===== config.mk =====
export PLATFORM = sky130hd
export DESIGN_NAME = mem_arbiter
export DESIGN_NICKNAME = d
export VERILOG_FILES = /design/src/rtl/mem_arbiter.sv
export SDC_FILE = /design/constraint.sdc
export NUM_CORES = 1
export LEC_CHECK = 0
export ABC_AREA = 1
export BUFFER_PORTS_ARGS = -buffer_cell sky130_fd_sc_hd__buf_4
export CELL_PAD_IN_SITES_DETAIL_PLACEMENT = 2
export CELL_PAD_IN_SITES_GLOBAL_PLACEMENT = 2
export CORE_AREA = 2 2 99 111
export DETAILED_ROUTE_END_ITERATION = 6
export DIE_AREA = 0 0 101 113
export PLACE_DENSITY = 0.77
export SYNTH_ARGS = -nofsm -noshare
export SYNTH_HDL_FRONTEND = slang
export SYNTH_SLANG_ARGS = --single-unit

===== constraint.sdc =====
create_clock -name clk -period 1.7 [get_ports clk]
set_input_delay 0.51 -clock clk [delete_from_list [all_inputs] [get_ports clk]]
set_output_delay 0.51 -clock clk [all_outputs]
set_load 0.05 [all_outputs]

===== src/rtl/mem_arbiter.sv =====
// Two-master memory arbiter fronting a synchronous RAM (addr[8:7]=00) and an LED register (01).
// Define ARB_ROUND_ROBIN_EN for round-robin tie-breaking; otherwise master 0 wins ties.
module mem_arbiter (
    input  logic       clk,
    input  logic       resetn,
    input  logic       m0_req,
    input  logic [8:0] m0_addr,
    input  logic [8:0] m0_wdata,
    input  logic       m0_we,
    output logic       m0_gnt,
    output logic       m0_ack,
    output logic [8:0] m0_rdata,
    input  logic       m1_req,
    input  logic [8:0] m1_addr,
    input  logic [8:0] m1_wdata,
    input  logic       m1_we,
    output logic       m1_gnt,
    output logic       m1_ack,
    output logic [8:0] m1_rdata,
    output logic [6:0] ram_addr,
    output logic [8:0] ram_wdata,
    output logic       ram_wren,
    input  logic [8:0] ram_q,
    output logic       led_we,
    output logic [8:0] led_data,
    output logic       busy
);

    typedef enum logic [1:0] {StIdle, StAcc, StResp} state_e;

    state_e     state_q, state_d;
    logic [8:0] addr_q, wdata_q;
    logic       we_q, id_q;
    logic [8:0] rdata0_q, rdata1_q;
    logic       any_req, win, load;
    logic       in_acc, in_resp, is_ram, is_led;
    logic [8:0] rd_val;

    assign any_req = m0_req | m1_req;
    assign load    = (state_q != StAcc) && any_req;

`ifdef ARB_ROUND_ROBIN_EN
    logic last_q;

    // On a tie the master that did not win last time goes next.
    assign win = (m0_req && m1_req) ? ~last_q : ~m0_req;

    always_ff @(posedge clk) begin
        if (!resetn) begin
            last_q <= 1'b1;
        end else if (load) begin
            last_q <= win;
        end
    end
`else
    assign win = ~m0_req;
`endif

    always_comb begin
        state_d = state_q;
        unique case (state_q)
            StIdle, StResp: state_d = any_req ? StAcc : StIdle;
            StAcc:          state_d = StResp;
            default:        state_d = StIdle;
        endcase
    end

    always_ff @(posedge clk) begin
        if (!resetn) begin
            state_q  <= StIdle;
            addr_q   <= '0;
            wdata_q  <= '0;
            we_q     <= 1'b0;
            id_q     <= 1'b0;
            rdata0_q <= '0;
            rdata1_q <= '0;
        end else begin
            state_q <= state_d;
            if (load) begin
                addr_q  <= win ? m1_addr  : m0_addr;
                wdata_q <= win ? m1_wdata : m0_wdata;
                we_q    <= win ? m1_we    : m0_we;
                id_q    <= win;
            end
            if (in_resp) begin
                if (id_q) rdata1_q <= rd_val;
                else      rdata0_q <= rd_val;
            end
        end
    end

    assign in_acc  = (state_q == StAcc);
    assign in_resp = (state_q == StResp);
    assign is_ram  = (addr_q[8:7] == 2'b00);
    assign is_led  = (addr_q[8:7] == 2'b01);
    // RAM data arrives during RESP; LED, unmapped and writes read as zero.
    assign rd_val  = (!we_q && is_ram) ? ram_q : 9'd0;

    assign m0_gnt   = in_acc & ~id_q;
    assign m1_gnt   = in_acc & id_q;
    assign m0_ack   = in_resp & ~id_q & resetn;
    assign m1_ack   = in_resp & id_q & resetn;
    assign m0_rdata = (in_resp && !id_q) ? rd_val : rdata0_q;
    assign m1_rdata = (in_resp && id_q)  ? rd_val : rdata1_q;

    assign ram_addr  = addr_q[6:0];
    assign ram_wdata = wdata_q;
    assign ram_wren  = in_acc & we_q & is_ram & resetn;
    assign led_we    = in_acc & we_q & is_led & resetn;
    assign led_data  = in_acc ? wdata_q : 9'd0;
    assign busy      = in_acc | in_resp;

endmodule


-- Yosys cells after proc, flatten, opt, wreduce, memory -nomap -nowiden
Index checks and enable logic that the tools add are counted.
Widths: inputs -> output; s select.
- memories: 0
- logic and storage cells: 46
- output and inout bits: 50
- ROM bits: 0
- input port bits: 51
- latch bits: 0
- register bits after elaboration: 40
- memory bits (writable): 0
- shifts and indexed selects: 0
- add/sub/neg operators: 0
- div/mod/pow operators: 0
- equality and inequality tests: 4
- mux-type cells: 9
- order comparisons: 0
- reduce and logical (&&, ||, !) cells: 11
- bitwise operators: 15
- $mul: 0
- operator list (cell ; count):
    $mux 9 ; 6
    $and 1x1->1 ; 11
    $eq 2x1->1 const B ; 2
    $logic_and 1x1->1 ; 4
    $logic_not 2->1 ; 2
    $pmux 2 s2 ; 1
    $reduce_and 2->1 ; 2
    $eq 2x2->1 const B ; 1
    $logic_not 1->1 ; 2
    $mux 1 ; 2
    $ne 2x1->1 const B ; 1
    $not 1->1 ; 2
    $or 1x1->1 ; 2
    $reduce_or 2->1 ; 1

-- Logic depth before layout (Yosys ltp)
Gate-level depths: netlist of the first run.
- depth after elaboration: 4
- gate-level depth with buffers: 8
- gate-level depth less buffers: 7

-- Least setup slack after synthesis of the first run
No wires, ideal clock.
- path kind: reg-to-output
- start: register state_q[1]
- end: output port led_we
- stages on the path, launching flop included: 5
- arrival time: 1.746 ns
- path buffers: 0
- setup slack: -0.556 ns
- data required time: 1.190 ns
- cell sequence: dfxtp_1 -> inv_1 -> ha_1 -> nand3_1 -> nor3_1
- longest elaborated chain between the ends: 4
- RTL lines (what ; RTL line ; RTL):
    start, declared ; 31 ; state_e state_q, state_d;
    start signal, assigned ; 70 ; state_q <= StIdle;
    start signal, assigned ; 78 ; state_q <= state_d;
    $eq 2x1->1 ; 92 ; assign in_acc = (state_q == StAcc);
    $and 1x1->1 (3 in series) ; 109 ; assign led_we = in_acc & we_q & is_led & resetn;
    end, declared ; 24 ; output logic led_we,
Every way passes these cells.

-- Worst setup path in the final report of the first run
- start: register state_q[0]
- end: output port ram_wren
- longest elaborated chain between the ends: 4
- RTL lines (what ; RTL line ; RTL):
    $eq 2x1->1 ; 92 ;
    $and 1x1->1 (3 in series) ; 108 ; assign ram_wren = in_acc & we_q & is_ram & resetn;
    end, declared ; 22 ; output logic ram_wren,
Every way passes these cells.

==> metrics.md, run 1 <==
| Metric | Value |
|---|---|
| Status | finished, violations left |
| Violated checks | setup timing |
| Hold Fails Final Rpt | 0 |
| CTS buffer count | 5 |
| Worst Setup End Kind | primary output |
| CTS tree | built |
| Pwr per Cell Area | 854 nW/um^2 |
| Final Setup Violations | 34 |
| Multiplexer area fraction after synthesis | 0 |
| Port Buffers | 100 |
| Syn-to-layout area delta | 101% |
| Number of vias per cell | 4.27 |
| WHS Path Cells | 4 |
| HP Class | flop to flop |
| Diodes inserted | 0 |
| Area of the die | 11,400 um^2 |
| CP required | 1.19 ns |
| Max Fclk | 482 MHz |
| Final net count | 582 |
| Initial antenna violation count | 0 |
| Biggest area consumer among synthesized cells | dfxtp_1 |
| # hold bufs at CTS | 0 |
| Starting Density | 0.217 |
| Synth area leaders | dfxtp_1 (36%), nand2_1 (27%), inv_1 (12%) |
| Post-synthesis cell type count | 17 |
| Worst-Margin Slew | 0.306 ns |
| DR pass1 iterations | 4 |
| Vias in the first global route | 2,981 |
| Share of cells above drive strength 1 | 0.519 |
| Vias | 2,774 |
| Min-delay src | addr_q[5] |
| Tot Pwr | 3810 uW |
| Global Route Usage Sum | 0.172 |
| Mapped Area | 2220 um^2 |
| First DRT Iteration DRCs | 29 |
| FF+latch count, synth | 40 |
| Post-Syn Nets | 438 |
| Height of the chip | 113 um |
| H-tree Lvls | 2 |
| Family with the most delay on the worst path | buffers and inverters |
| RD Place Congestion | 0.759 |
| Worst Hold Path EP | addr_q[5] |
| Worst R2R Start | state_q[0] |
| Die span in x | 101 um |
| Critical path buffers and inverters | 3 |
| Wire per inst | 16.2 um |
| CTS Buffer Depth | 2 |
| Worst setup margin | -0.374 ns |
| Compound-cell area share of the yosys netlist | 0.00676 |
| DP Wirelength | 6.68 mm |
| Core ar. | 10,200 um^2 |
| Sequential share of the synthesized area | 0.361 |
| YS warnings | 0 |
| Cells after synthesis | 382 |
| Setup TNS | -10.96 ns |
| Largest family of logic cells by synthesized area | simple AND/OR/NAND/NOR gates |
| Critical Path AT | 1.56 ns |
| Minimum clock period | 2.07 ns |
| # IOs | 101 |
| Mean post-synth cell area | 5.81 um^2 |
| Synth Area in Adders | 0.0282 |
| LEAKAGE | 0.00225 uW |
| First-pass GRT wire length | 15.3 mm |
| Largest net degree at the start of global routing | 22 |
| Slew HR | 0.796 |
| Yosys top cell area share | 0.361 |
| Clk slew on worst S/H paths | 0.06 ns |
| Max_cap viols | 0 |
| Clk Latency, worst-skew pair | 0.29 ns |
| Final period utilization | 1.22 |
| Fin Clk Skew | 0.00707 ns |
| Routed Antenna Nets | 0 |
| RSZ-0062 raised after global routing | true |
| R2r worst-path depth | 11 |
| Crit Path Max Fanout | 4 |
| Area share of and/or/nand/nor cells after synthesis | 0.414 |
| Final Max Tran Viols | 0 |
| VDD IR max | 345 uV |
| RR Endpoint | rdata0_q[2] |
| Routed WL | 10.5 mm |
| Row cnt | 39 |
| Drc violations | 0 |
| CP peak stage delay | 0.35 ns |
| Worst Path Class, Setup | flop to primary output |
| Pre-CTS setup slack | -0.154 ns |
| Critical Path Source Type | flop |
| Reg2Reg Setup Slack | 0.05 ns |
| CP max-delay cell | dfxtp_2 |
| CP most frequent cell | buf_6 |
| Clk sink count | 40 |
| Crit path cell chain | buf_4 > buf_6 > ha_4 > nand3_2 > nor3_2 > buf_6 |
| CTS Root Buffer Type | clkbuf_16 |
| Post-Synth XOR/XNOR Area | 0 |
| Filler cells | 1,192 |
| Global route total overflow | 0 |
==> metrics by stage <==
stage / utilization / hold slack, ns / std cells / area (um^2)
floorplan: - / 0.489 / 382 / 2370
global placement: 0.332 / 0.499 / 616 / 3400
detailed placement: 0.332 / 0.511 / 616 / 3400
CTS: 0.407 / 0.528 / 637 / 4170
global route: 0.435 / 0.569 / 649 / 4460
finish: 0.435 / 0.522 / 649 / 4460
==> power by group <==
part | leakage [uW] | switching, uW | internal, uW | total [uW]
sequential | 0.000331 | 75.0 | 1020 | 1090
combinational | 0.00183 | 886 | 602 | 1490
clock | 0.0000899 | 396 | 834 | 1230
total | 0.00225 | 1360 | 2450 | 3810
==> sequential cells by signal, indices dropped and copies added, names as in the netlist <==
register,count
we_q,1
id_q,1
addr_q,9
rdata0_q,9
ram_wdata,9
rdata1_q,9
state_q,2
==> layout by cell type, fill, tap and decap left out, types with 3 or more instances in the layout <==
cell,instances
nand2_1,114
buf_4,108
nor2_1,55
inv_1,39
dfxtp_1,35
buf_8,27
nand2_2,26
nand2_4,22
clkinvlp_4,20
buf_6,14
inv_2,11
clkbuf_16,6
buf_12,6
nand3_2,5
nor2_4,4
nand3_1,4
clkinv_8,3
inv_6,3
ha_4,3
dfxtp_2,3
==> cell type report <==
cell class                      count  area, um^2  area share
Tap cell                          123         154      0.0345
Timing Repair inverter              2        17.5     0.00393
Sequential cell                    40         812       0.182
Timing Repair Buffer              156        1520       0.340
Clock buffer                        5         125      0.0280
Clock inverter                      2        60.1      0.0135
Inverter                           75         404      0.0906
Multi-Input combinational cell    246        1370       0.307
==> cells by family (layout without fill, tap and decap cells) <==
family          after synthesis  in the layout
compound gates                3              3
fa+ha+maj                     5              5
simple gates                237            238
buf+inv                      97            240
flops                        40             40
==> cell usage after synthesis <==
cell type  number
nor2_1         59
nor3_1          3
buf_4           8
o21ai_0         2
nand2_1       162
buf_2           6
buf_6           3
a21oi_1         1
nor2_4          1
dfxtp_1        40
clkbuf_1        5
clkinv_1        2
nand2_2         2
inv_2           4
ha_1            5
nand3_1        10
inv_1          69
==> how the worst max path moves through the flow <==
stage / startpoint / end / cells past startpoint
after floorplan: state_q[1] / led_we / 4
after global placement: state_q[0] / m1_rdata[2] / 8
final: state_q[0] / ram_wren / 6
after CTS: state_q[0] / m1_rdata[6] / 8
after detailed placement: state_q[1] / m0_rdata[0] / 7
after global routing: state_q[0] / m1_rdata[1] / 8
==> timing repair <==
action                                  in CTS  in global routing
endpoints found under the setup margin      34                 35
gates resized for setup                    135                 46
hold endpoints to repair                     0                  0
buffers inserted                            13                 13
gates cloned                                 1                  3
pin swaps                                   23                 13
==> metal layers <==
layer	GRT usage	wire length (um)	vias to the layer above
li1	-	-	1362
met4	0.0468	244	0
met3	0.0266	302	15
met2	0.334	5980	71
met5	0	0	-
met1	0.190	4010	1326
==> worst min-delay path: cells and delay by family (launching register included) <==
kind / cells / cell delay, ns
flip-flops: 1 / 0.31
buffers and inverters: 1 / 0.05
AND/OR/NAND/NOR: 3 / 0.12
Power figures use the tool's default switching activity.
==> inputs of run 2 (changes only) <==
- SKIP_LAST_GASP: not set -> 1
==> metrics.md, run 2 (same netlist as run 1, synthesis figures left out) <==
| Metric | Value |
|---|---|
| Setup TNS | -10.74 ns |
| LEAKAGE | 0.00227 uW |
| Vias | 2,797 |
| Final Max Tran Viols | 0 |
| Worst R2R Start | state_q[0] |
| CTS buffer count | 5 |
| DP Wirelength | 6.68 mm |
| RSZ-0062 raised after global routing | true |
| CTS tree | built |
| Worst-Margin Slew | 0.271 ns |
| Starting Density | 0.217 |
| First DRT Iteration DRCs | 35 |
| Core ar. | 10,200 um^2 |
| Critical Path AT | 1.56 ns |
| Diodes inserted | 0 |
| Height of the chip | 113 um |
| Crit Path Max Fanout | 4 |
| Hold Fails Final Rpt | 0 |
| Initial antenna violation count | 0 |
| CP required | 1.19 ns |
| Wire per inst | 16.7 um |
| CTS Buffer Depth | 2 |
| Routed WL | 10.9 mm |
| Max_cap viols | 0 |
| Status | finished, violations left |
| Clk sink count | 40 |
| Routed Antenna Nets | 0 |
| Most common cell after layout, fill and taps aside | nand2_1 |
| CTS Root Buffer Type | clkbuf_16 |
| H-tree Lvls | 2 |
| DR pass1 iterations | 4 |
| Reg2Reg Setup Slack | 0.04 ns |
| Fin Clk Skew | 0.00763 ns |
| Share of cells above drive strength 1 | 0.522 |
| VDD IR max | 338 uV |
| RD Place Congestion | 0.759 |
| Die span in x | 101 um |
| Final Non-Filler Cells | 650 |
| Critical path endpoint | m1_ack |
| Tot Pwr | 3830 uW |
| Syn-to-layout area delta | 102% |
| RR Endpoint | rdata0_q[2] |
| R2r worst-path depth | 11 |
| Final net count | 583 |
| Final period utilization | 1.22 |
| Global Route Usage Sum | 0.172 |
| Vias in the first global route | 3,000 |
| Worst setup margin | -0.373 ns |
| Minimum clock period | 2.07 ns |
| Final Setup Violations | 34 |
| Clk slew on worst S/H paths | 0.06 ns |
| Final core utilization | 0.437 |
| Clk Latency, worst-skew pair | 0.28 ns |
| Slew HR | 0.819 |
| CP startpoint | state_q[0] |
| Row cnt | 39 |
| Violated checks | setup timing |
| Critical Path Source Type | flop |
| Most frequent cells in the layout | nand2_1 (115), buf_4 (110), nor2_1 (55) |
| Number of vias per cell | 4.30 |
| Placed cells | 616 |
| # IOs | 101 |
| Area of the die | 11,400 um^2 |
| Pre-CTS setup slack | -0.154 ns |
| Largest net degree at the start of global routing | 22 |
| Port Buffers | 100 |
| Multi-input logic area | 1410 um^2 |
| Worst Path Class, Setup | flop to primary output |
| First-pass GRT wire length | 15.4 mm |
| Worst Setup End Kind | primary output |
| HP Class | flop to flop |
| Max Fclk | 482 MHz |
| Pwr per Cell Area | 854 nW/um^2 |
| Drc violations | 0 |
| Global route total overflow | 0 |
| Filler cells | 1,172 |
| Seq. cell area | 812 um^2 |
-- run 2: repair_timing --
action                                  CTS  global route
resized for setup                       129            50
gates cloned                              1             2
buffers inserted                         13            15
endpoints found under the setup margin   34            35
pin swaps                                23            18
hold buffers                              0             0
-- run 2: routing by layer --
layer  GRT usage  vias to the layer above  wire length, um
met1       0.189                     1323             4030
met5           0                        -                0
met3      0.0272                       21              316
met4      0.0586                        0              301
li1            -                     1364                -
met2       0.330                       89             6210
-- run 2: worst min-delay path by stage --
stage	start	to	slack, ns	cells past startpoint
floorplan	addr_q[0]	addr_q[0]	0.49	4
global placement	addr_q[2]	addr_q[2]	0.50	4
detailed placement	id_q	id_q	0.51	2
CTS	addr_q[1]	addr_q[1]	0.53	4
global route	addr_q[1]	addr_q[1]	0.57	4
finish	addr_q[5]	addr_q[5]	0.52	4
-- run 2: power breakdown --
part	internal [uW]	leakage (uW)	switching (uW)
clock network	833	0.0000899	384
logic	614	0.00185	901
registers	1020	0.000331	77.3
-- run 2: worst max-delay path, cell delays in order, from the launching register on --
cell	delay, ns
dfxtp_2	0.33
inv_2	0.08
ha_4	0.22
nand2_8	0.10
clkbuf_16	0.17
buf_6	0.11
nor2_4	0.12
buf_8	0.15
-- run 2: layout make-up --
cell class / count / area share
Clock buffer: 5 / 0.0279
Clock inverter: 2 / 0.0134
Inverter: 75 / 0.0869
Multi-Input combinational cell: 246 / 0.314
Sequential cell: 40 / 0.181
Tap cell: 123 / 0.0344
Timing Repair Buffer: 158 / 0.339
Timing Repair inverter: 1 / 0.00252
-- run 2: metrics by stage --
stage / hold WS, ns / cell area (um^2)
floorplan: 0.489 / 2370
global placement: 0.499 / 3400
detailed placement: 0.511 / 3400
CTS: 0.528 / 4150
global route: 0.569 / 4480
finish: 0.521 / 4480
